File: src/rtl/nn_pkg.sv
// nn_pkg: shared state encoding, data width and accumulator sizing rule for the neuron MAC.
package nn_pkg;
   localparam int NN_DATA_W = 8;
   typedef enum logic [1:0] {IDLE, ACCUM, FINISH, OUT} nn_mac_state_t;
   // 17 bits hold one 9x8 signed product; each doubling of beats needs one more bit.
   function automatic bit nn_acc_w_ok(input int acc_w, input int n_inputs);
      return acc_w >= 17 + $clog2(n_inputs);
   endfunction
endpackage

File: src/rtl/nn_act_sat.sv
// nn_act_sat: combinational activation/saturation of the rescaled sum to 8 bits.
// NN_RELU_EN selects unsigned ReLU clamp; otherwise signed saturation to -128..127.
module nn_act_sat
   import nn_pkg::*;
#(
   parameter int ACC_W = 20
) (
   input  logic signed [ACC_W-1:0]     a_i,
   output logic        [NN_DATA_W-1:0] y_o
);
`ifdef NN_RELU_EN
   localparam logic signed [ACC_W-1:0] HI = ACC_W'(255);
   always_comb y_o = a_i[ACC_W-1] ? 8'h00 : (a_i > HI) ? 8'hFF : a_i[7:0];
`else
   localparam logic signed [ACC_W-1:0] HI = ACC_W'(127);
   localparam logic signed [ACC_W-1:0] LO = -ACC_W'(128);
   always_comb y_o = (a_i < LO) ? 8'h80 : (a_i > HI) ? 8'h7F : a_i[7:0];
`endif
endmodule

File: src/rtl/nn_neuron_mac.sv
// nn_neuron_mac: accumulates N_INPUTS x*w beats, adds bias, shifts and activates one result
// per neuron over valid/ready. Activation mode chosen by NN_RELU_EN (see nn_act_sat).
module nn_neuron_mac
   import nn_pkg::*;
#(
   parameter int N_INPUTS = 8,
   parameter int ACC_W    = 20,
   parameter int SHIFT    = 4
) (
   input  logic                        clk,
   input  logic                        rst,
   input  logic                        start,
   input  logic signed [NN_DATA_W-1:0] bias,
   input  logic                        in_valid,
   output logic                        in_ready,
   input  logic        [NN_DATA_W-1:0] x,
   input  logic signed [NN_DATA_W-1:0] w,
   output logic                        out_valid,
   input  logic                        out_ready,
   output logic        [NN_DATA_W-1:0] y,
   output logic                        busy
);
   if (!nn_acc_w_ok(ACC_W, N_INPUTS) || SHIFT < 0 || SHIFT > ACC_W - 8 || N_INPUTS < 1 || N_INPUTS > 255) begin : g_bad_cfg
      $error("nn_neuron_mac: illegal N_INPUTS/ACC_W/SHIFT");
   end

   localparam logic [7:0] LAST = 8'(N_INPUTS - 1);

   nn_mac_state_t            state_q;
   logic signed [ACC_W-1:0]  acc_q, acc_d, bias_q, s;
   logic        [7:0]        cnt_q, cnt_d;
   logic        [NN_DATA_W-1:0] y_q, act_y;
   logic signed [16:0]       prod;

   assign prod  = 17'($signed({1'b0, x})) * 17'(w);
   assign acc_d = acc_q + ACC_W'(prod);
   assign cnt_d = cnt_q + 8'd1;
   assign s     = (acc_q + bias_q) >>> SHIFT;

   nn_act_sat #(.ACC_W(ACC_W)) u_act (.a_i(s), .y_o(act_y));

   always_ff @(posedge clk or posedge rst) begin
      if (rst) begin
         state_q <= IDLE;
         acc_q   <= '0;
         cnt_q   <= '0;
         bias_q  <= '0;
         y_q     <= '0;
      end else begin
         case (state_q)
            IDLE: if (start) begin
               state_q <= ACCUM;
               acc_q   <= '0;
               cnt_q   <= '0;
               bias_q  <= ACC_W'(bias);
            end
            ACCUM: if (in_valid) begin
               acc_q <= acc_d;
               cnt_q <= cnt_d;
               if (cnt_q == LAST) state_q <= FINISH;
            end
            FINISH: begin
               y_q     <= act_y;
               state_q <= OUT;
            end
            OUT: if (out_ready) state_q <= IDLE;
            default: state_q <= IDLE;
         endcase
      end
   end

   // Handshake flags decode the state register so reset clears them without a clock edge.
   assign in_ready  = state_q == ACCUM;
   assign out_valid = state_q == OUT;
   assign busy      = state_q != IDLE;
   assign y         = y_q;
endmodule

File: config.mk
export PLATFORM = sky130hd
export DESIGN_NAME = nn_neuron_mac
export DESIGN_NICKNAME = d
export VERILOG_FILES = /design/src/rtl/nn_pkg.sv /design/src/rtl/nn_act_sat.sv /design/src/rtl/nn_neuron_mac.sv
export SDC_FILE = /design/constraint.sdc
export NUM_CORES = 1
export LEC_CHECK = 0
export CORE_MARGIN = 2
export CORE_UTILIZATION = 35
export CTS_CLUSTER_DIAMETER = 100
export DETAILED_ROUTE_END_ITERATION = 16
export SYNTH_ARGS = -nofsm -noshare
export SYNTH_HDL_FRONTEND = slang
export SYNTH_SLANG_ARGS = --single-unit
File: constraint.sdc
create_clock -name clk -period 6.73 [get_ports clk]
set_clock_uncertainty 0.05 [all_clocks]
set_input_delay 0.673 -clock clk [delete_from_list [all_inputs] [get_ports clk]]
set_output_delay 0.673 -clock clk [all_outputs]
set_load 0.01 [all_outputs]
== After elaboration in Yosys (flattened, before gate mapping) ==
Index checks and enable logic that the tools add are counted.
Word-level totals
  logic and storage cells: 38
  register bits: 46
Operators by class
  order comparisons: 2
  multiply operators: 1
  eq/ne operators: 8
  add/sub/neg operators: 3
  muxes and demuxes: 13
  reduce and logical (&&, ||, !) cells: 6
Operator list (number)
  $mux 20: 2
  $pmux 20 s2: 1
  $mux 8: 4
  $add 20x17->20: 1
  $add 20x8->20: 1
  $mul 9x8->17: 1
  $gt 16x8->1 const B: 1
  $lt 16x8->1 const B: 1
  $pmux 8 s2: 1
  $add 8x1->8 const B: 1
  $eq 8x3->1 const B: 1
  $mux 2: 4
  $pmux 2 s4: 1
  $eq 2x2->1 const B: 2
  $ne 2x1->1 const B: 2
  $ne 2x2->1 const B: 2
  $reduce_and 4->1: 1
  $reduce_bool 2->1: 2
  $reduce_and 3->1: 1
  $eq 2x1->1 const B: 1
  $logic_not 2->1: 1
  $reduce_and 2->1: 1

== Longest topological paths before layout ==
  word-level depth: 4
  depth in mapped cells: 22

== Modules after synthesis ==
From an unflattened synthesis, not the netlist that was laid out.
Unflattened totals
  cell total of the unflattened synthesis: 612
  area total of the unflattened synthesis: 5689.2 um^2
By module, submodules not included
  nn_neuron_mac: area each 5555.3 um^2, cells an instance 596, seq. area each 1151.1 um^2, instances 1
  nn_act_sat: area each 133.9 um^2, cells an instance 16, seq. area each 0.0 um^2, instances 1

== Worst setup path after synthesis ==
No wires, ideal clock.
  path type: input-to-reg
  start: in w[1]
  end: reg acc_q[18]
  arrival: 5.101 ns
  data required time: 6.551 ns
  library setup time: 0.129 ns
  path buffers: 1
  cell stages on the path: 22
  slack: 1.450 ns
  cell sequence: clkbuf_1 > nand2_1 > fa_1 > inv_1 > fa_1 > ha_1 > inv_1 > fa_1 > inv_1 > ha_1 > ha_1 > inv_1 > fa_1 > nor2b_1 > o21ai_1 > a21boi_0 > o21ai_1 > a211oi_1 > nor4_1 > o31ai_1 > xnor2_1 > o21ai_1
On the way
  longest elaborated chain between the ends: 4
Ends and longest elaborated chain
  start: declaration: RTL line nn_neuron_mac.sv:17  | input logic signed [NN_DATA_W-1:0] w,
  $mul 9x8->17: RTL line nn_neuron_mac.sv:35  | assign prod = 17'($signed({1'b0, x})) * 17'(w);
  $add 20x17->20: RTL line nn_neuron_mac.sv:36  | assign acc_d = acc_q + ACC_W'(prod);
  $mux 20: RTL line nn_neuron_mac.sv:57  | ACCUM: if (in_valid) begin
  $pmux 20 s2: RTL line nn_neuron_mac.sv:50  | case (state_q)
  end signal: assignment: RTL line nn_neuron_mac.sv:45  | acc_q <= '0;
  end signal: assignment: RTL line nn_neuron_mac.sv:53  | acc_q <= '0;
  end signal: assignment: RTL line nn_neuron_mac.sv:58  | acc_q <= acc_d;
  end: declaration: RTL line nn_neuron_mac.sv:30  | logic signed [ACC_W-1:0] acc_q, acc_d, bias_q, s;
No other way between the ends. The select of a mux whose other input is x is not followed.
A chain may end at the register's enable or synchronous reset.

== Final worst setup path ==
  start: in x[0]
  end: reg acc_q[18]
On the way
  longest elaborated chain between the ends: 4
Ends and longest elaborated chain
  start: declaration: RTL line nn_neuron_mac.sv:16  | input logic [NN_DATA_W-1:0] x,
  $mul 9x8->17: RTL line nn_neuron_mac.sv:35
  $add 20x17->20: RTL line nn_neuron_mac.sv:36
  $mux 20: RTL line nn_neuron_mac.sv:57
  $pmux 20 s2: RTL line nn_neuron_mac.sv:50
No other way between the ends. The select of a mux whose other input is x is not followed.

==> metrics <==
status=completed; CP Cell Sequence=clkdlybuf4s50_1 > nand2b_1 > fa_1 > fa_1 > inv_1 > fa_1 > fa_1 > fa_1 > ha_1 > o21ai_1 > a21boi_0 > o21ai_1 > a211oi_1 > nor4_1 > o31ai_1 > xnor2_1 > o21ai_1; layout cell share with drive strength beyond 1=8.000%; count of state elements after synthesis=46; root buffer cell=clkbuf_16; Worst slew margin=34.29%; sequential share of the synthesized area=20.60%; Die Span X=130.3 um; CTS tree=built; Clk Latency, worst-skew pair=0.29 ns; largest net degree at the start of global routing=47; Critical Path Fanout Max=8; Pwr per Cell Area=443.5 nW/um^2; WP depth=17; Hold Violations, Final=0; Post-synth EDFFs=0; cell depth of the worst hold path=1; Worst Setup Start Kind=primary input; Critical Path End Type=flip-flop; fin crit share=88.19%; Core Region=15770 sq um; Reg clk slew, reported paths=0.07 ns; Avg Inst Size Synth=9.533 sq um; grt met3 use=1.558%; WP data required=6.83 ns; largest family of logic cells by synthesized area=adder cells; Resized Gates After CTS=0; vias in the first global route=4429; antenna violations before repair=0; initial drt markers=168; total number of vias=4169; TNS Setup=0 ns; met1 usage=22.79%; clk buf depth=2; Die H=130.3 um; Yosys warning count=0; proportion of synthesized area in mux cells=2.195%; Routed wire per std cell=14.51 um; Setup Fix Bufs, Post-CTS=0; H-tree levels=2; final max-slew violation count=0; total track usage=15.59%; R2R depth=19; diode count=0; Synth Area in Compound Gates=13.59%; total CTS buffers=5; Port Buf Inserts=39; Setup CP Type=primary input to flip-flop; Netlist cell types=54; die area=16990 sq um; CTS Hold Bufs=0; DRC Markers=0; crit path time final=5.935 ns; GRT Max-Usage Layer=met2; hpwl dp=10090 um; met2 Usage GRT=25.38%; post-synth top area share=20.60%; Crit path top cell by count=fa_1; global-route wire length before repair=21590 um; area delta synth->final=14.04%; # rows=46; WP data arrival=6.04 ns; TritonRoute pass-1 iters=4; gpl congestion=0.8251; Synth Net Count=750; adder-cell share of the synthesized area=37.09%; Area contributors post-synth=dfrtp_1, ha_1, fa_1; Synth Area in Simple Gates=14.98%; CP top delay family=adder cells; boundary pin count=40; Min-Delay Path Class=flip-flop to flip-flop; MaxCap Viol Count=0; VDD IR max=298.1 uV; Worst path max stage delay=0.59 ns; # clock sinks=46; final setup fails=0; slowest CP cell=fa_1; actual slew at the worst max-slew pin=0.9843 ns; total power=2.826 mW; buffer and inverter count on the worst path=2; vias per std cell=4.957; RSZ-0062 raised after global routing=no; effective utilization at floorplan=35.43%; final WL=12200 um; cell count after synthesis=586; Synth Flop Type=dfrtp_1; Syn Std Cell Area=5587 sq um; cell taking the most area after synthesis=dfrtp_1; Synth Area in XOR/XNOR=5.487%; nets@finish=788; ys async rst share=100.0%; GR Overflow Total=0; fmax=168.5 MHz; Pleak=3.124 nW; Routed Antenna Nets=0
synth_stat cells, types with 2 or more instances:
master	count
or3_1	3
o21ai_1	3
a211oi_2	7
o211ai_1	4
xnor2_1	22
inv_1	81
ha_1	84
or2_2	7
a21boi_0	4
nand4_1	2
and2_1	28
and3_1	4
dfrtp_1	46
nand3_1	14
o31ai_1	4
o21ai_0	15
nor3_1	11
a211o_1	2
clkbuf_1	9
mux2_2	10
nand2_1	56
a22o_1	9
nor2b_1	3
a21oi_2	4
nand2b_1	5
nor2_1	33
fa_1	51
o21a_1	6
a21oi_1	16
a21o_1	6
a211oi_1	2
xor2_1	13
final timing paths:
kind / slack, ns / start / end
worst max-delay path: 0.79 / x[0] / acc_q[18]
worst min-delay path: 0.46 / y[7] / y[7]
worst max register to register: 1.45 / acc_q[6] / acc_q[18]
worst min register to register: 0.46 / y[7] / y[7]
max in group asynchronous: 5.13 / rst / acc_q[12]
min in group asynchronous: 0.88 / rst / acc_q[19]
cells by family after synthesis:
| group | after synthesis |
|---|---|
| AND/OR/NAND/NOR | 172 |
| adder cells (fa/ha/maj) | 135 |
| AO/OA/AOI/OAI | 97 |
| buffers and inverters | 90 |
| flip-flops | 46 |
| XOR/XNOR | 35 |
| multiplexers | 11 |
flip-flops by register name, summed over array words and instances (netlist names):
name	count
bias_q	8
acc_q	20
cnt_q	8
state_q	2
y	8
power breakdown:
part,internal [mW],total [mW],switching [mW]
clock network,0.140,0.251,0.112
registers,0.382,0.479,0.0965
logic,0.953,2.10,1.14
total,1.47,2.83,1.35
final cells by class:
cell class / instances / area, sq um
tap: 216 / 270.3
timing repair buffer: 40 / 397.9
multi-input combinational: 450 / 4098
fill: 1595 / 9399
sequential: 46 / 1151
inverter: 81 / 304.0
clock inverter: 3 / 25.02
clock buffer: 5 / 125.1
worst reg2reg max path, cell delays in order, from the launching register on:
cell	delay, ns
dfrtp_1	0.42
inv_1	0.09
fa_1	0.54
inv_1	0.06
fa_1	0.51
inv_1	0.05
fa_1	0.49
inv_1	0.06
fa_1	0.48
ha_1	0.30
ha_1	0.33
nor2b_1	0.20
o21ai_1	0.10
a21boi_0	0.26
o21ai_1	0.16
a211oi_1	0.40
nor4_1	0.11
o31ai_1	0.31
xnor2_1	0.16
o21ai_1	0.07
routing by layer:
metal | wire [um] | up-vias
met4 | 87 | 0
met5 | 0 | -
met1 | 6222 | 2054
li1 | - | 2037
met2 | 5503 | 70
met3 | 387 | 8
through the flow:
step / worst slack [ns] / std cells / instance area [sq um] / hold slack [ns] / utilization (%)
floorplan: 1.450 / 586 / 5587 / 0.4219 / -
global placement: 0.6194 / 833 / 6221 / 0.4508 / 39.45
detailed placement: 0.5332 / 833 / 6221 / 0.4496 / 39.45
CTS: 0.8121 / 841 / 6371 / 0.4703 / 40.40
global route: 0.4380 / 841 / 6371 / 0.4873 / 40.40
finish: 0.7945 / 841 / 6371 / 0.4618 / 40.40
cell usage in the layout (no fill, tap or decap), types with 16 or more instances in the layout:
master,count
and2_1,28
clkdlybuf4s50_1,39
inv_1,80
nor2_1,33
dfrtp_1,46
fa_1,51
a21oi_1,16
nand2_1,56
ha_1,84
xnor2_1,22
Note: power is estimated with default switching activity, not from simulation.
